--- src/rtl/imem_arbiter.sv ---
`default_nettype none
// ============================================================================
// imem_arbiter : shares one single-ported sync instruction RAM between the
//                fetch stage and the loader/debug port (optional IMEM_ARB_PERF_EN)
// Revision     : 1.0
// ============================================================================
module imem_arbiter #(
  parameter int ADDRESS_WIDTH = 32,
  parameter int INSTR_WIDTH   = 32,
  parameter int MEM_AW        = 10
) (
  input  logic                     clk,
  input  logic                     rst,
`ifdef IMEM_ARB_PERF_EN
  output logic [31:0]              stall_cnt,
`endif
  input  logic                     if_req,
  input  logic [ADDRESS_WIDTH-1:0] if_addr,
  input  logic                     if_flush,
  output logic [INSTR_WIDTH-1:0]   if_instr,
  output logic                     if_valid,
  output logic                     if_misaligned,
  output logic                     stall_f,
  input  logic                     ld_req,
  input  logic                     ld_we,
  input  logic [ADDRESS_WIDTH-1:0] ld_addr,
  input  logic [INSTR_WIDTH-1:0]   ld_wdata,
  input  logic                     ld_lock,
  output logic                     ld_gnt,
  output logic                     ld_ack,
  output logic [INSTR_WIDTH-1:0]   ld_rdata,
  output logic                     mem_en,
  output logic                     mem_we,
  output logic [MEM_AW-1:0]        mem_addr,
  output logic [INSTR_WIDTH-1:0]   mem_wdata,
  input  logic [INSTR_WIDTH-1:0]   mem_rdata
);

  typedef enum logic [1:0] {
    PEND_NONE    = 2'd0,
    PEND_FETCH   = 2'd1,
    PEND_LOAD_RD = 2'd2,
    PEND_LOAD_WR = 2'd3
  } pend_e;

  typedef enum logic {
    WIN_FETCH = 1'b0,
    WIN_LOAD  = 1'b1
  } win_e;

  pend_e                  pend_q, pend_d;
  win_e                   win_q, win_d;
  logic [INSTR_WIDTH-1:0] ld_rdata_q, ld_rdata_d;

  logic w_fetch_ok;
  logic w_grant_fetch;
  logic w_grant_ld;

  // Upper address bits beyond the RAM depth and the loader byte offset are ignored.
  logic w_unused_addr_bits;
  assign w_unused_addr_bits = ^{if_addr[ADDRESS_WIDTH-1:MEM_AW+2],
                                ld_addr[ADDRESS_WIDTH-1:MEM_AW+2],
                                ld_addr[1:0]};

  assign if_misaligned = if_req & (if_addr[1:0] != 2'b00);
  assign w_fetch_ok    = if_req & ~if_misaligned & ~ld_lock;

  // On a tie the port that did not win last time gets the memory.
  assign w_grant_fetch = ~rst & w_fetch_ok & (~ld_req | (win_q == WIN_LOAD));
  assign w_grant_ld    = ~rst & ld_req & (~w_fetch_ok | (win_q == WIN_FETCH));

  assign stall_f   = ~rst & if_req & ~if_misaligned & ~w_grant_fetch;
  assign ld_gnt    = w_grant_ld;
  assign mem_en    = w_grant_fetch | w_grant_ld;
  assign mem_we    = w_grant_ld & ld_we;
  assign mem_addr  = w_grant_ld ? ld_addr[MEM_AW+1:2] : if_addr[MEM_AW+1:2];
  assign mem_wdata = w_grant_ld ? ld_wdata : '0;

  assign if_valid = (pend_q == PEND_FETCH) & ~if_flush;
  assign if_instr = if_valid ? mem_rdata : '0;
  assign ld_ack   = (pend_q == PEND_LOAD_RD) | (pend_q == PEND_LOAD_WR);
  assign ld_rdata = (pend_q == PEND_LOAD_RD) ? mem_rdata : ld_rdata_q;

  always_comb begin
    pend_d     = PEND_NONE;
    win_d      = win_q;
    ld_rdata_d = ld_rdata;
    if (w_grant_ld) begin
      pend_d = ld_we ? PEND_LOAD_WR : PEND_LOAD_RD;
      win_d  = WIN_LOAD;
    end else if (w_grant_fetch) begin
      // A flushed fetch still occupies the RAM but its response is never presented.
      pend_d = if_flush ? PEND_NONE : PEND_FETCH;
      win_d  = WIN_FETCH;
    end
  end

  always_ff @(posedge clk or posedge rst) begin
    if (rst) begin
      pend_q     <= PEND_NONE;
      win_q      <= WIN_LOAD;
      ld_rdata_q <= '0;
    end else begin
      pend_q     <= pend_d;
      win_q      <= win_d;
      ld_rdata_q <= ld_rdata_d;
    end
  end

`ifdef IMEM_ARB_PERF_EN
  logic [31:0] stall_cnt_q;

  always_ff @(posedge clk or posedge rst) begin
    if (rst) begin
      stall_cnt_q <= '0;
    end else if (stall_f && (stall_cnt_q != 32'hFFFF_FFFF)) begin
      stall_cnt_q <= stall_cnt_q + 32'd1;
    end
  end

  assign stall_cnt = stall_cnt_q;
`endif

endmodule
`default_nettype wire

--- config.mk ---
export PLATFORM = sky130hd
export DESIGN_NAME = imem_arbiter
export DESIGN_NICKNAME = d
export VERILOG_FILES = /design/src/rtl/imem_arbiter.sv
export SDC_FILE = /design/constraint.sdc
export NUM_CORES = 1
export LEC_CHECK = 0
export CAP_MARGIN = 20
export CORE_AREA = 2 2 98 100
export DETAILED_ROUTE_END_ITERATION = 10
export DIE_AREA = 0 0 100 102
export PLACE_DENSITY = 0.8
export SLEW_MARGIN = 20
export SYNTH_ARGS = -nofsm -noshare
export SYNTH_HDL_FRONTEND = slang
export SYNTH_SLANG_ARGS = --single-unit
--- constraint.sdc ---
create_clock -name clk -period 5.1 [get_ports clk]
set_clock_uncertainty 0.1 [all_clocks]
set_input_delay 1.53 -clock clk [delete_from_list [all_inputs] [get_ports clk]]
set_output_delay 1.53 -clock clk [all_outputs]
set_load 0.05 [all_outputs]
Yosys cells after proc, flatten, opt, wreduce, memory -nomap -nowiden
Index checks and enable logic that the tools add are counted.
{"block": "totals", "regBits": 35, "output_inout_bits": 113}
{"block": "classes", "eq_ne": 3, "mux": 10, "bitwise_logic": 24, "reduce_logical": 2}
{"cell": "$mux W32", "n": 3}
{"cell": "$and A1 B1 Y1", "n": 12}
{"cell": "$mux W10", "n": 1}
{"cell": "$not A1 Y1", "n": 8}
{"cell": "$mux W1", "n": 5}
{"cell": "$eq A2 B2 Y1 const B", "n": 2}
{"cell": "$or A1 B1 Y1", "n": 4}
{"cell": "$reduce_bool A2 Y1", "n": 2}
{"cell": "$eq A2 B1 Y1 const B", "n": 1}
{"cell": "$mux W2", "n": 1}

Logic depth before layout (Yosys ltp)
Gate-level depths: netlist (run 1).
{"block": "depth", "depth_word": 9, "ltp_mapped": 4}

Worst setup path before layout (run 1)
No wires, ideal clock.
{"block": "synth_timing", "path_type": "input to output", "start": "input if_flush", "end": "output if_instr[22]", "arrival_time_ps": 3016, "required_time_ps": 3470, "path_slack_ps": 454, "cell_stages": 3, "cell_sequence": "nor3b_1 > clkbuf_1 > and2_1"}
{"block": "synth_between", "elab_chain_len": 3}
{"element": "from (decl)", "line": "19", "source": "input logic if_flush,"}
{"element": "$not A1 Y1", "line": "79", "source": "assign if_valid = (pend_q == PEND_FETCH) & ~if_flush;"}
{"element": "$and A1 B1 Y1", "line": "79"}
{"element": "via if_valid", "line": "21", "source": "output logic if_valid,"}
{"element": "$mux W32", "line": "80", "source": "assign if_instr = if_valid ? mem_rdata : '0;"}
{"element": "to (decl)", "line": "20", "source": "output logic [INSTR_WIDTH-1:0] if_instr,"}
The timed path passes the listed nets, and every way through them passes these cells.

Worst setup path after layout (run 1)
{"block": "layout_timing", "start": "input rst", "end": "output mem_addr[0]"}
{"block": "layout_between", "elab_chain_len": 4}
{"element": "from (decl)", "line": "13", "source": "input logic rst,"}
{"element": "$not A1 Y1", "line": "70", "source": "assign w_grant_ld = ~rst & ld_req & (~w_fetch_ok | (win_q == WIN_FETCH));"}
{"element": "$and A1 B1 Y1 (2 in a row)", "line": "70"}
{"element": "$mux W10", "line": "76", "source": "assign mem_addr = w_grant_ld ? ld_addr[MEM_AW+1:2] : if_addr[MEM_AW+1:2];"}
{"element": "to (decl)", "line": "34", "source": "output logic [MEM_AW-1:0] mem_addr,"}
Every way passes these cells.

==> impl_results.md, run 1 <==
- Setup ws final: 0.1346 ns
- R2r worst-path depth: 3
- CTS Root Buffer Type: clkbuf_8
- Max-slew violation count: 0
- DR DRC count: 0
- DIE AREA: approximately 10000 um2
- Slew margin rel.: about two fifths
- Critical Path Source: rst
- Crit path cell chain: clkdlybuf4s50_1, nand2b_1, a21oi_4, mux2_2, buf_4
- Outcome: completed
- Lkg Pwr: 2.058 nW
- XOR/XNOR Fraction of Synth Area: 0%
- Syn Std Cell Area: 1953 um2
- Area grow syn2layout: 154.7%
- Mux share of post-synthesis cell area: 25.18%
- Final hold violation count: 0
- Final Cycle Share: 97.36%
- Worst-Margin Slew: between 0.8 and 0.9 ns
- Buf+Inv Stages, Crit Path: 2
- Antenna viol nets, final: 0
- Die Wd: 100 um
- Layout cells sized above 1: 36.81%
- Number of global-route vias before repair: 2364
- Post-CTS setup repair buffer count: 0
- Max stage delay on crit path: 0.56 ns
- Gpl congestion: 0.8101
- Max Root-Sink Buffers: 2
- Hold Path Class: reg2reg
- Setup crit end kind: primary output
- Total GRT Usage: 15.35%
- Grt total ovfl: 0
- Post-synthesis sequential area ratio: 44.91%
- VDD IR max: approximately 0.00018 V
- CTS tree: built
- Max frequency: 201.4 MHz
- Crit path to: mem_addr[0]
- Minimum clock period: around 5 ns
- Worst setup SP type: primary input
- # IOs: 248
- First-pass DRT Iterations: 3
- Mean cell area of the mapped netlist: 11.42 um2
- Largest net degree at the start of global routing: 38
- Required time of the critical path: roughly 3.5 ns
- Worst r2r dst: ld_rdata_q[27]
- Mapped Nets: roughly 310
- Crit path depth: 5
- Final setup viols: 0
- DP Worst Slack: -0.1592 ns
- Initial Util: 21.44%
- Die height: around 100 um
- First-pass GRT wire length: 12040 um
- Main combinational cell family by area after synthesis: multiplexers
- Register bit total from synthesis: 35
- Hpwl dp: 6721 um
- DR vias: 2095
- H-tree depth: 2
- Slowest cell on crit path: a21oi_4
- Hold_buf cts: 0
- Share of the synthesized area in the top cell type: 43.56%
- Cell row count: 35
- Nets: 517
- Number of gates resized after CTS: 0
- Post-synthesis simple-gate area fraction: 24.22%
- Post-Synth Adder-Cell Area: 0%
- Number of port buffers: about 210
- Crit Path Max Fanout: 23
- Core area: 9109 um2
- Post-Synthesis Cells: roughly 170
- Clk slew on worst S/H paths: ~0.07 ns
- WL final: 7964 um
- Post-synthesis cell type count: 21
- Worst r2r src: pend_q[1]
- Top cells by area, synth: dfrtp_1 44%, and2_1 21%, mux2_2 20%, mux2_4 3.8%, clkbuf_1 1.3%
- Clk_lat worst skew: 0.28 ns
- Routed vias/inst: 4.241
- Wire length per cell: 16.12 um
- CP arrival: roughly 3.3 ns
- Power, Total: 1.164 mW
- Initial antenna violation count: 0
- Crit path max-delay family: buffers and inverters
- 1st-iter DRT viols: 24
- Yosys top cell by area: dfrtp_1
- TritonCTS buffer count: 5
- Reg-to-reg setup timing slack: approximately 3.2 ns
- Pwr dens: approximately 230 nW/um2
- RSZ-0062 raised after global routing: false
- Max Cap Violations: 0
- Count of antenna diodes in the layout: 0
- Post-synthesis compound-gate area fraction: roughly 2.2%
- CP Class: in2out
- Clk sinks: 35
- Warnings from Yosys: 0
==> how the worst min path moves through the flow <==
stage                          endpoint  slack, ns     startpoint  cells after the start
after CTS                 ld_rdata_q[4]       0.39  ld_rdata_q[4]                      1
after floorplan                   win_q       0.42          win_q                      2
after detailed placement  ld_rdata_q[4]       0.37  ld_rdata_q[4]                      1
final                     ld_rdata_q[4]       0.39  ld_rdata_q[4]                      1
after global placement    ld_rdata_q[5]       0.37  ld_rdata_q[5]                      1
after global routing      ld_rdata_q[1]       0.42  ld_rdata_q[1]                      1
==> cells in the mapped netlist <==
cell	instances
mux2_2	35
a21oi_2	1
a32o_1	1
and2_1	65
mux2_4	5
nor4b_1	1
buf_6	1
nand2b_1	1
clkbuf_1	7
inv_1	3
buf_2	4
dfrtp_1	34
a21oi_1	2
dfstp_2	1
nor4b_4	1
a31oi_1	1
nor3b_1	1
nor2b_1	2
nor2_1	2
o21a_1	1
mux2_1	2
==> registers in the layout, indices dropped and copies added, names as in the netlist <==
register    flops
ld_rdata_q     32
pend_q          2
win_q           1
==> power by group <==
part           internal [mW]  leakage, nW  switching (mW)
clock network         0.0959       0.0422          0.0969
registers              0.325        0.413          0.0129
logic                  0.273         1.60           0.361
==> per-stage QoR <==
stage	setup TNS, ns	area, um2	std cells	utilization, %	hold slack, ns
2_1_floorplan	0	1953	171	-	0.4219
4_1_cts	0	4975	494	54.62	0.3916
3_3_place_gp	-0.5922	4885	485	53.63	0.3723
6_report	0	4975	494	54.62	0.3892
5_1_grt	0	4975	494	54.62	0.4163
3_5_place_dp	-1.150	4885	485	53.63	0.3704
==> kinds of logic (layout without fill, tap and decap cells) <==
group	Yosys count	count (layout)
compound gates	6	7
buf+inv	15	226
flops	35	35
mux	42	42
simple gates	73	73
==> metal layers <==
metal | vias up | global-route usage [%] | part of all wire [%]
met5 | - | 0 | 0
met2 | 115 | 31.86 | 58
met1 | 989 | 14.82 | 32
met4 | 0 | 3.899 | 1.8
li1 | 983 | - | -
met3 | 8 | 4.104 | 7.7
==> cells in the final DEF (no fill, tap or decap), types with 2 or more instances in the layout <==
| cell type | Yosys | final |
|---|---|---|
| a21oi_1 | 2 | 2 |
| and2_1 | 65 | 65 |
| buf_12 | 0 | 72 |
| buf_4 | 0 | 17 |
| clkbuf_1 | 7 | 2 |
| clkbuf_8 | 0 | 5 |
| clkdlybuf4s50_1 | 0 | 126 |
| dfrtp_1 | 34 | 34 |
| inv_1 | 3 | 2 |
| mux2_1 | 2 | 2 |
| mux2_2 | 35 | 35 |
| mux2_4 | 5 | 5 |
| nor2_1 | 2 | 2 |
==> cell type report <==
cell class | count | area (um2)
fill | 773 | 4134
timing repair buffer | 215 | 2830
multi-input combinational | 122 | 1036
sequential | 35 | 877.1
tap | 111 | 138.9
clock buffer | 7 | 76.32
inverter | 3 | 11.26
clock inverter | 1 | 5.005
(Power assumes the default switching activity.)
==> inputs of run 2 (changes only) <==
- SETUP_SLACK_MARGIN: unset -> 0.2
==> impl_results.md, run 2 (synthesis gave the netlist of run 1 again) <==
- CP Class: in2out (unchanged)
- DIE AREA: 10200 um2 (unchanged)
- # IOs: 248 (unchanged)
- Largest net degree at the start of global routing: 38 (unchanged)
- Setup crit end kind: primary output (unchanged)
- Power, Total: 1.170 mW (was 1.164 mW)
- Worst path most repeated cell: buf_4
- Crit path depth: 7 (was 5)
- Required time of the critical path: 3.47 ns (about the same)
- Worst r2r dst: ld_rdata_q[27] (unchanged)
- RSZ-0062 raised after global routing: false (unchanged)
- Antenna viol nets, final: 0 (unchanged)
- First-pass GRT wire length: 12040 um (unchanged)
- Top flop regs: ld_rdata_q: 32 flops, pend_q: 2 flops, win_q: 1 flops (unchanged)
- Max Root-Sink Buffers: 2 (unchanged)
- Nets: 521 (was 517)
- Count of antenna diodes in the layout: 0 (unchanged)
- CTS tree: built (unchanged)
- Die height: 102 um (unchanged)
- Minimum clock period: 4.856 ns (was 4.965 ns)
- Worst r2r src: pend_q[1] (unchanged)
- Number of global-route vias before repair: 2364 (unchanged)
- Initial antenna violation count: 0 (unchanged)
- Commonest cells after routing, fill and taps aside: 126 x clkdlybuf4s50_1, 73 x buf_12, 65 x and2_1 (was 126 x clkdlybuf4s50_1, 72 x buf_12, 65 x and2_1)
- VDD IR max: 0.0001835 V (was 0.0001832 V)
- Crit path cell chain: clkdlybuf4s50_1, nor4b_4, buf_4, a21oi_4, buf_4, mux2_4, buf_12 (was clkdlybuf4s50_1, nand2b_1, a21oi_4, mux2_2, buf_4)
- Area grow syn2layout: 157.3% (was 154.7%)
- Final hold violation count: 0 (unchanged)
- Reg with most FFs: ld_rdata_q (unchanged)
- TritonCTS buffer count: 5 (unchanged)
- Max-slew violation count: 0 (unchanged)
- Max stage delay on crit path: 0.46 ns (was 0.56 ns)
- Hold Path Class: reg2reg (unchanged)
- Total negative setup slack: 0 ns (unchanged)
- CP arrival: 3.23 ns (was 3.34 ns)
- Gpl congestion: 0.8101 (unchanged)
- Crit Path Max Fanout: 5 (was 23)
- Crit path to: mem_addr[8] (was mem_addr[0])
- WL final: 8111 um (was 7964 um)
- Clk sinks: 35 (unchanged)
- Cell row count: 35 (unchanged)
- Die Wd: 100 um (unchanged)
- Final setup viols: 0 (unchanged)
- Buf+Inv Stages, Crit Path: 4 (was 2)
- Core area: 9109 um2 (unchanged)
- DR DRC count: 0 (unchanged)
- Grt total ovfl: 0 (unchanged)
- Pwr dens: 232.7 nW/um2 (was 234.1 nW/um2)
- Max frequency: 205.9 MHz (was 201.4 MHz)
- Largest register FFs: 32 (unchanged)
- Layout cells sized above 1: 37.47% (was 36.81%)
- R2r worst-path depth: 3 (unchanged)
- Final Cycle Share: 95.22% (was 97.36%)
- Critical Path Source: if_addr[0] (was rst)
- Routed vias/inst: 4.265 (was 4.241)
- Number of port buffers: 205 (unchanged)
- Slowest cell on crit path: clkdlybuf4s50_1 (was a21oi_4)
- Outcome: completed (unchanged)
- 1st-iter DRT viols: 20 (was 24)
- Worst-Margin Slew: 0.6405 ns (was 0.8893 ns)
- DR vias: 2124 (was 2095)
- Clk slew on worst S/H paths: 0.07 ns (about the same)
- Clk_lat worst skew: 0.28 ns (about the same)
- Hpwl dp: 6721 um (unchanged)
- Wire length per cell: 16.29 um (was 16.12 um)
- Slew margin rel.: 57.21% (was 40.72%)
- CTS Root Buffer Type: clkbuf_8 (unchanged)
- Worst setup SP type: primary input (unchanged)
- Total GRT Usage: 15.35% (unchanged)
- Crit path max-delay family: buffers and inverters (unchanged)
- Commonest non-fill, non-tap cell in the layout: clkdlybuf4s50_1 (unchanged)
- Reg-to-reg setup timing slack: 3.21 ns (about the same)
- Max Cap Violations: 0 (unchanged)
- H-tree depth: 2 (unchanged)
- Lkg Pwr: 2.081 nW (was 2.058 nW)
- First-pass DRT Iterations: 4 (was 3)
- Initial Util: 21.44% (unchanged)
run 2: changes by cell type in the layout (fill, tap and decap cells not counted), sizes merged:
cell,before,now
buf,89,92
a21oi,4,5
run 2: layout make-up:
| type | count | area [um2] |
|---|---|---|
| Tap cell | 111 | 138.9 |
| Fill cell | 768 | 4083 |
| Timing Repair Buffer | 218 | 2865 |
| Inverter | 3 | 11.26 |
| Clock inverter | 1 | 5.005 |
| Sequential cell | 35 | 877.1 |
| Clock buffer | 7 | 76.32 |
| Multi-Input combinational cell | 123 | 1052 |
run 2: per-stage QoR:
| step | hold WS [ns] | worst slack [ns] | utilization [%] | std cells | area, um2 |
|---|---|---|---|---|---|
| 2_1_floorplan | 0.4219 | 0.4538 | - | 171 | 1953 |
| 3_3_place_gp | 0.3723 | -0.1201 | 53.63 | 485 | 4885 |
| 3_5_place_dp | 0.3704 | -0.1592 | 53.63 | 485 | 4885 |
| 4_1_cts | 0.3916 | 0.1168 | 54.62 | 494 | 4975 |
| 5_1_grt | 0.4163 | 0.2067 | 55.18 | 498 | 5026 |
| 6_report | 0.3893 | 0.2437 | 55.18 | 498 | 5026 |
run 2: routing by layer:
metal  wire [um]  part of all wire, %  GRT usage [%]  vias up
met5           0                    0              0        -
met4         128                  1.6          3.899        0
met3         628                  7.7          4.104        6
met2        4811                   59          31.86      122
met1        2543                   31          14.82     1002
li1            -                    -              -      994
run 2: power by group:
part / total, mW / internal [mW] / switching, mW
clock network: 0.193 / 0.0959 / 0.0969
logic: 0.638 / 0.276 / 0.362
registers: 0.339 / 0.325 / 0.0136
run 2: repair_timing:
action,CTS,global route
hold buffers,0,0
gates resized for setup,0,1
setup buffers,0,3
pin swaps,1,2
gates cloned,1,1
setup endpoints to repair,43,35
run 2: worst min-delay path by stage:
stage	depth (start not counted)	startpoint	end	slack, ns
detailed placement	1	ld_rdata_q[4]	ld_rdata_q[4]	0.37
global route	1	ld_rdata_q[1]	ld_rdata_q[1]	0.42
floorplan	2	win_q	win_q	0.42
global placement	1	ld_rdata_q[5]	ld_rdata_q[5]	0.37
CTS	1	ld_rdata_q[4]	ld_rdata_q[4]	0.39
finish	1	ld_rdata_q[4]	ld_rdata_q[4]	0.39
==> inputs of run 3 (changes only) <==
- CAP_MARGIN: 20 -> unset
- PLACE_DENSITY: 0.8 -> 0.69
- clock period: 5.1 -> 6.15 ns (I/O delays scaled with it)
==> impl_results.md, run 3 (synthesis gave the netlist of run 1 again) <==
- Minimum clock period: 5.694 ns
- Total GRT Usage: 12.95% (was 15.35%)
- Finished layout cell area: 4616 um2 (was 5026 um2)
- Top flop regs: ld_rdata_q: 32 flops, pend_q: 2 flops, win_q: 1 flops (unchanged)
- Required time of the critical path: 4.20 ns (was 3.47 ns)
- DR DRC count: 0 (unchanged)
- Largest register FFs: 32 (unchanged)
- Max Cap Violations: 0 (unchanged)
- Commonest cells after routing, fill and taps aside: 136 x clkdlybuf4s50_1, 65 x and2_1, 44 x buf_12 (was 126 x clkdlybuf4s50_1, 73 x buf_12, 65 x and2_1)
- CP Class: in2out (unchanged)
- Worst-Margin Slew: 0.9074 ns (was 0.6405 ns)
- Gpl congestion: 0.7191 (was 0.8101)
- Lkg Pwr: 1.951 nW (was 2.081 nW)
- Clock power frac: 19.9% (was 16.5%)
- Final hold violation count: 0 (unchanged)
- Wire length per cell: 14.01 um (was 16.29 um)
- Nets: 510 (was 521)
- Max frequency: 175.6 MHz
- Hpwl dp: 5734 um (was 6721 um)
- Die Wd: 100 um (unchanged)
- Max Root-Sink Buffers: 2 (unchanged)
- NetSw: 382.5 uW (was 473.0 uW)
- DIE AREA: 10200 um2 (unchanged)
- First-pass GRT wire length: 10510 um (was 12040 um)
- TritonCTS buffer count: 5 (unchanged)
- Reg power frac: 28.1% (was 28.9%)
- Switching Share: 38.52% (was 40.44%)
- VDD IR max: 0.00007332 V (was 0.0001835 V)
- Hold Path Class: reg2reg (unchanged)
- Routed vias/inst: 4.183 (was 4.265)
- First-pass DRT Iterations: 4 (unchanged)
- RSZ-0062 raised after global routing: false (unchanged)
- H-tree depth: 2 (unchanged)
- Worst setup SP type: primary input (unchanged)
- 1st-iter DRT viols: 23 (was 20)
- Clk sinks: 35 (unchanged)
- Outcome: completed (unchanged)
- Clk_lat worst skew: 0.27 ns (was 0.28 ns)
- Area grow syn2layout: 136.3% (was 157.3%)
- Initial antenna violation count: 0 (unchanged)
- CTS Root Buffer Type: clkbuf_8 (unchanged)
- Grt total ovfl: 0 (unchanged)
- Number of port buffers: 205 (unchanged)
- Placed Area: 4507 um2 (was 4885 um2)
- Number of global-route vias before repair: 2142 (was 2364)
- Total negative setup slack: 0 ns (unchanged)
- Pwr dens: 215.1 nW/um2 (was 232.7 nW/um2)
- Number of gates resized after CTS: 0 (unchanged)
- CP arrival: 3.75 ns (was 3.23 ns)
- Max-slew violation count: 0 (unchanged)
- Comb power frac: 52.0% (was 54.6%)
- Post-CTS setup repair buffer count: 0 (unchanged)
- Commonest non-fill, non-tap cell in the layout: clkdlybuf4s50_1 (unchanged)
- Count of antenna diodes in the layout: 0 (unchanged)
- Final Cycle Share: between 90% and 100%
- Core area: 9109 um2 (unchanged)
- Die height: 102 um (unchanged)
- Reg with most FFs: ld_rdata_q (unchanged)
- Hold_buf cts: 0 (unchanged)
- Antenna viol nets, final: 0 (unchanged)
- Final setup viols: 0 (unchanged)
- # IOs: 248 (unchanged)
- Clk slew on worst S/H paths: 0.07 ns (about the same)
- CTS tree: built (unchanged)
- Setup crit end kind: primary output (unchanged)
- Largest net degree at the start of global routing: 47 (was 38)
- DR vias: 2033 (was 2124)
- Layout cells sized above 1: 33.07% (was 37.47%)
- Crit Path Max Fanout: 3 (was 5)
- Hold_ws: 0.3902 ns (was 0.3893 ns)
- Internal power: 610.4 uW (was 696.6 uW)
- Cell row count: 35 (unchanged)
- Initial Util: 21.44% (unchanged)
- Slew margin rel.: 39.38% (was 57.21%)
- WL final: 6811 um (was 8111 um)
-- run 3: final cells by class --
class	count	area [um2]
Sequential cell	35	877.1
Tap cell	111	138.9
Multi-Input combinational cell	121	1026
Timing Repair Buffer	209	2460
Fill cell	824	4493
Clock inverter	1	30.03
Inverter	3	11.26
Clock buffer	6	72.57
-- run 3: path summary, 6_finish.rpt --
kind	start	endpoint	slack [ns]	depth (start not counted)
setup / recovery	if_addr[1]	stall_f	0.46	4
hold / removal	ld_rdata_q[5]	ld_rdata_q[5]	0.39	1
setup reg to reg	pend_q[1]	ld_rdata_q[20]	4.30	2
hold reg to reg	ld_rdata_q[5]	ld_rdata_q[5]	0.39	1
max in group asynchronous	rst	win_q	3.62	3
min in group asynchronous	rst	pend_q[1]	1.99	3
-- run 3: per-stage QoR --
step	utilization, %	setup WS, ns	cells	power (mW)
final	50.67	0.4561	486	0.9929
after global routing	50.67	0.3475	486	1.035
after CTS	50.60	0.3228	486	1.009
after detailed placement	49.48	0.3340	479	0.8052
after global placement	49.48	0.3455	479	0.7986
after floorplan	-	0.8738	171	0.5775
-- run 3: power by group through the flow --
stage / combinational [mW] / sequential [mW] / clock [mW]
2_1_floorplan: 0.297 / 0.280 / 0
3_5_place_dp: 0.521 / 0.284 / 0
4_1_cts: 0.523 / 0.279 / 0.207
5_1_grt: 0.538 / 0.283 / 0.215
6_report: 0.516 / 0.279 / 0.197
3_3_place_gp: 0.517 / 0.282 / 0
-- run 3: per-layer routing --
layer | vias up | GRT usage [%] | share of wire (%)
met1 | 947 | 12.32 | 33
met3 | 6 | 4.720 | 10
met2 | 112 | 26.09 | 56
met5 | - | 0 | 0
met4 | 0 | 3.372 | 1.1
li1 | 968 | - | -
-- run 3: critical path, stage by stage --
cell and delay, ns:
clkdlybuf4s50_1 0.47, nor4b_1 0.42, nor2b_1 0.18, clkdlybuf4s50_1 0.82
